File: src/rtl/pipeline_hazard_ctrl.sv
// Hazard and memory-wait controller for the 5-stage RISC-V pipeline: EX forwarding,
// load-use / branch stall and flush control, a data-memory wait/timeout FSM and perf counters.
module pipeline_hazard_ctrl #(
  parameter int TIMEOUT = 16,
  parameter int CNT_W   = 16
) (
  input  logic             clk,
  input  logic             rst,
  input  logic [4:0]       Rs1D,
  input  logic [4:0]       Rs2D,
  input  logic [4:0]       Rs1E,
  input  logic [4:0]       Rs2E,
  input  logic [4:0]       RdE,
  input  logic [1:0]       ResultSrcE,
  input  logic             PCSrcE,
  input  logic [4:0]       RdM,
  input  logic             RegWriteM,
  input  logic             MemAccessM,
  input  logic [4:0]       RdW,
  input  logic             RegWriteW,
  input  logic             mem_ready,
  output logic [1:0]       ForwardAE,
  output logic [1:0]       ForwardBE,
  output logic             StallF,
  output logic             StallD,
  output logic             StallE,
  output logic             StallM,
  output logic             FlushD,
  output logic             FlushE,
  output logic             FlushW,
  output logic             mem_req,
  output logic             mem_err,
  output logic [CNT_W-1:0] stall_cnt,
  output logic [CNT_W-1:0] flush_cnt,
  output logic             dbg_state
);

  // Memory handshake: mem_req is held high from the request cycle until the
  // cycle mem_ready is seen (or the timeout release cycle); mem_ready is only
  // meaningful while mem_req is high, and completes the access in that cycle.

  typedef enum logic {IDLE = 1'b0, WAIT = 1'b1} state_t;

  localparam int WCW = $clog2(TIMEOUT);
  localparam logic [WCW-1:0] WAIT_LAST = WCW'(TIMEOUT - 1);

  state_t         state, state_n;
  logic [WCW-1:0] wait_cnt, wait_cnt_n;
  logic           mem_stall;
  logic           mem_req_raw;
  logic           err_set;
  logic           lw_stall;

  assign dbg_state = state;

  always_ff @(posedge clk or posedge rst) begin
    if (rst) begin
      state    <= IDLE;
      wait_cnt <= '0;
      mem_err  <= 1'b0;
    end else begin
      state    <= state_n;
      wait_cnt <= wait_cnt_n;
      if (err_set) mem_err <= 1'b1;
    end
  end

  always_comb begin
    state_n     = state;
    wait_cnt_n  = wait_cnt;
    mem_stall   = 1'b0;
    mem_req_raw = 1'b0;
    err_set     = 1'b0;
    case (state)
      IDLE: begin
        mem_req_raw = MemAccessM;
        if (MemAccessM && !mem_ready) begin
          mem_stall  = 1'b1;
          state_n    = WAIT;
          wait_cnt_n = '0;
        end
      end
      WAIT: begin
        mem_req_raw = 1'b1;
        if (mem_ready) begin
          state_n = IDLE;
        end else if (wait_cnt == WAIT_LAST) begin
          err_set = 1'b1;
          state_n = IDLE;
        end else begin
          mem_stall  = 1'b1;
          wait_cnt_n = wait_cnt + 1'b1;
        end
      end
      default: state_n = IDLE;
    endcase
  end

  // The request is withdrawn the moment reset rises, even mid-access.
  assign mem_req = mem_req_raw & ~rst;

  always_comb begin
    ForwardAE = 2'b00;
    if (RegWriteM && (RdM != 5'd0) && (RdM == Rs1E))      ForwardAE = 2'b10;
    else if (RegWriteW && (RdW != 5'd0) && (RdW == Rs1E)) ForwardAE = 2'b01;
  end

  always_comb begin
    ForwardBE = 2'b00;
    if (RegWriteM && (RdM != 5'd0) && (RdM == Rs2E))      ForwardBE = 2'b10;
    else if (RegWriteW && (RdW != 5'd0) && (RdW == Rs2E)) ForwardBE = 2'b01;
  end

  assign lw_stall = (ResultSrcE == 2'b01) && (RdE != 5'd0) &&
                    ((RdE == Rs1D) || (RdE == Rs2D));

  // A memory stall freezes F..M, so load-use and branch effects wait for release.
  always_comb begin
    StallF = 1'b0;
    StallD = 1'b0;
    StallE = 1'b0;
    StallM = 1'b0;
    FlushD = 1'b0;
    FlushE = 1'b0;
    FlushW = 1'b0;
    if (mem_stall) begin
      StallF = 1'b1;
      StallD = 1'b1;
      StallE = 1'b1;
      StallM = 1'b1;
      FlushW = 1'b1;
    end else begin
      StallF = lw_stall;
      StallD = lw_stall;
      FlushD = PCSrcE;
      FlushE = lw_stall | PCSrcE;
    end
  end

  always_ff @(posedge clk or posedge rst) begin
    if (rst) begin
      stall_cnt <= '0;
      flush_cnt <= '0;
    end else begin
      if ((mem_stall || lw_stall) && (stall_cnt != {CNT_W{1'b1}}))
        stall_cnt <= stall_cnt + 1'b1;
      if (FlushD && (flush_cnt != {CNT_W{1'b1}}))
        flush_cnt <= flush_cnt + 1'b1;
    end
  end

endmodule

File: config.mk
export PLATFORM = sky130hd
export DESIGN_NAME = pipeline_hazard_ctrl
export DESIGN_NICKNAME = d
export VERILOG_FILES = /design/src/rtl/pipeline_hazard_ctrl.sv
export SDC_FILE = /design/constraint.sdc
export NUM_CORES = 1
export LEC_CHECK = 0
export ABC_AREA = 0
export CAP_MARGIN = 20
export CORE_MARGIN = 2
export CORE_UTILIZATION = 47
export DETAILED_ROUTE_END_ITERATION = 8
export GPL_TIMING_DRIVEN = 0
export HOLD_SLACK_MARGIN = 0.05
export MAX_ROUTING_LAYER = met4
export PLACE_DENSITY = 0.86
export SLEW_MARGIN = 20
export SYNTH_ARGS = -nofsm -noshare
export SYNTH_HDL_FRONTEND = slang
export SYNTH_SLANG_ARGS = --single-unit
File: constraint.sdc
create_clock -name clk -period 3.7 [get_ports clk]
set_input_delay 0.74 -clock clk [delete_from_list [all_inputs] [get_ports clk]]
set_output_delay 0.74 -clock clk [all_outputs]
set_load 0.05 [all_outputs]
==> reports/results.tsv <==
metric	value	unit
place_ws	-289.0	ps
boundaryPins	90	
antenna_cells	0	
finClkSkew	9.350	ps
numCtsBuffers	5	
max_slew_margin	59.50	%
tritoncts	built	
cts_buffer_depth	2	
synthTopCellsByArea	dfrtp_1, xor2_1, xnor2_1	
io_buffers	89	
gp_congestion	0.8648	
end_kind	output pin	
num_vias	2110	
yosys.area.top_type_share	42.06	%
ys_seq_area_share	42.06	%
synth_top_flop_cell	dfrtp_1	
setup_slack	147.8	ps
synthXorXnorAreaFrac	20.92	%
synthToLayoutAreaGrowth	49.03	%
clock-sinks	38	
p_int	0.0009373	W
drtPass1Iterations	4	
ant_nets	0	
dp_hpwl	4487	microns
synth-compound-area-share	8.522	%
insertion_delay	300	ps
synth_top_family_by_area	simple AND/OR/NAND/NOR gates	
drv_cap	0	
ys_async_sr_fraction	100.0	%
sw_frac_of_total	39.97	%
row_count	25	
start_util	48.19	%
synth-simple-area-share	21.75	%
grt_pass1_wl	9397	microns
setup_violations	0	
die_w	73.36	microns
drc_errors	0	
syn_nets	280	
first_global_vias	2044	
core_area	4692	sq um
worstPathRequired	2960	ps
clock_power_share	22.4	%
netlist_instances	233	
grtUsageTotal	23.06	%
wire_per_inst	14.98	microns
gr-total-overflow	0	
status	finished clean	
finalSetupTns	0	ps
drtIter0Drc	68	
synth.top_cells.by_count	dfrtp_1, xor2_1, nand2_1, nor2_1, xnor2_1	
synth_area_per_cell	9.704	sq um
cellLeakagePower	1.525	nW
die_h	73.36	microns
ys_ff_latch	38	
routed_wl	5767	microns
min_path_type	reg2reg	
fmax	281.5	MHz
synth_edf_count	0	
whs	488.9	ps
ys_types	37	
cts_hold_buf	0	
ir_drop	0.5213	mV
synthAdderAreaFrac	1.660	%
min_period	3552	ps
grt_max_degree	26	
startpoint_type	input pin	
yosysWarnings	0	
fin_crit_sh	96.00	%
rsz0062_at_grt	false	
p_seq_share	36.6	%
synth_area	2261	sq um
antenna_found_initial	0	
p_comb_share	41.0	%
hold_viol	0	
cts_htree_levels	2	
synthMuxAreaShare	1.494	%
drive_above_1_share	8.761	%
slew_viol_final	0	
p_switching	0.0006242	W
critical_path_class	in2out	
yosysTopAreaCell	dfrtp_1	
nNetsFinal	377	
powerDensity	463.4	nW/um^2
path_clk_slew	70	ps
worst_slew_pin_slew	602.9	ps
cp.arrival	2810	ps
root_buffer	clkbuf_8	
crit_path_max_fanout	9	
dieArea	5381	sq um
via_per_inst	5.481	
## timing repair
action,CTS,global route
resized for setup,5,9
endpoints found under the setup margin,4,7
setup buffers,0,0
## through the flow
| step | cells | instance area (sq um) | utilization, % | total power (W) |
|---|---|---|---|---|
| 2_1_floorplan | 233 | 2286 | - | 0.0009717 |
| 3_3_place_gp | 376 | 3244 | 69.15 | 0.001203 |
| 3_5_place_dp | 377 | 3264 | 69.57 | 0.001222 |
| 4_1_cts | 385 | 3367 | 71.76 | 0.001570 |
| 5_1_grt | 385 | 3369 | 71.81 | 0.001634 |
| 6_report | 385 | 3369 | 71.81 | 0.001561 |
## registers in the layout, summed over array words and instances (netlist names)
signal / cells
wait_cnt: 4
stall_cnt: 16
flush_cnt: 16
dbg_state: 1
mem_err: 1
## power by group through the flow
stage | clock, W | combinational [W] | sequential, W
floorplan | 0 | 0.000184 | 0.000787
global placement | 0 | 0.000629 | 0.000574
detailed placement | 0 | 0.000646 | 0.000576
finish | 0.000349 | 0.000641 | 0.000572
global route | 0.000368 | 0.000683 | 0.000583
CTS | 0.000353 | 0.000647 | 0.000570
## placed cells by master, fill, tap and decap left out, types with 4 or more instances in the layout
| cell | n |
|---|---|
| xor2_1 | 38 |
| a22o_1 | 4 |
| nor2_1 | 19 |
| clkbuf_8 | 5 |
| nor3_1 | 10 |
| dfrtp_1 | 38 |
| nor4_2 | 4 |
| inv_1 | 6 |
| xnor2_1 | 16 |
| or4_1 | 5 |
| nand3_1 | 13 |
| o21ai_0 | 4 |
| nand4_1 | 8 |
| and3_1 | 7 |
| nand2_1 | 19 |
| clkdlybuf4s50_1 | 82 |
| a21oi_1 | 4 |
## layer usage
layer / vias to the layer above / GRT usage [%] / routed length, microns
met3: 6 / 5.213 / 432
met4: 0 / 7.273 / 64
met1: 1010 / 29.30 / 2520
met5: - / - / 0
li1: 1013 / - / -
met2: 81 / 36.84 / 2750
## worst max-delay path: stages
cell,delay (ps)
clkdlybuf4s50_1,460
o21bai_1,250
a21o_4,260
inv_1,160
buf_4,140
clkdlybuf4s50_1,800
## final timing paths
kind | start | to | slack (ps) | cells after the start
max | mem_ready | StallM | 150 | 6
min | flush_cnt[7] | flush_cnt[7] | 490 | 1
max reg2reg | wait_cnt[0] | stall_cnt[11] | 1390 | 9
min reg2reg | flush_cnt[7] | flush_cnt[7] | 490 | 1
max in group asynchronous | rst | stall_cnt[15] | 2500 | 3
min in group asynchronous | rst | wait_cnt[2] | 750 | 2
## area by class of cell
type | count | area, sq um
tap | 54 | 67.56
multi-input combinational | 181 | 1257
sequential | 38 | 950.9
timing repair buffer | 90 | 905.9
inverter | 7 | 26.28
clock buffer | 7 | 76.32
buffer | 7 | 55.05
clock inverter | 1 | 30.03
fill | 366 | 1323
## kinds of logic (layout without fill, tap and decap cells)
logic type | Yosys count | count (layout)
XOR/XNOR | 54 | 54
multiplexers | 3 | 3
AO/OA/AOI/OAI | 26 | 26
AND/OR/NAND/NOR | 95 | 95
adder cells (fa/ha/maj) | 3 | 3
buffers and inverters | 14 | 112
flip-flops | 38 | 38
Note: power is estimated with default switching activity, not from simulation.
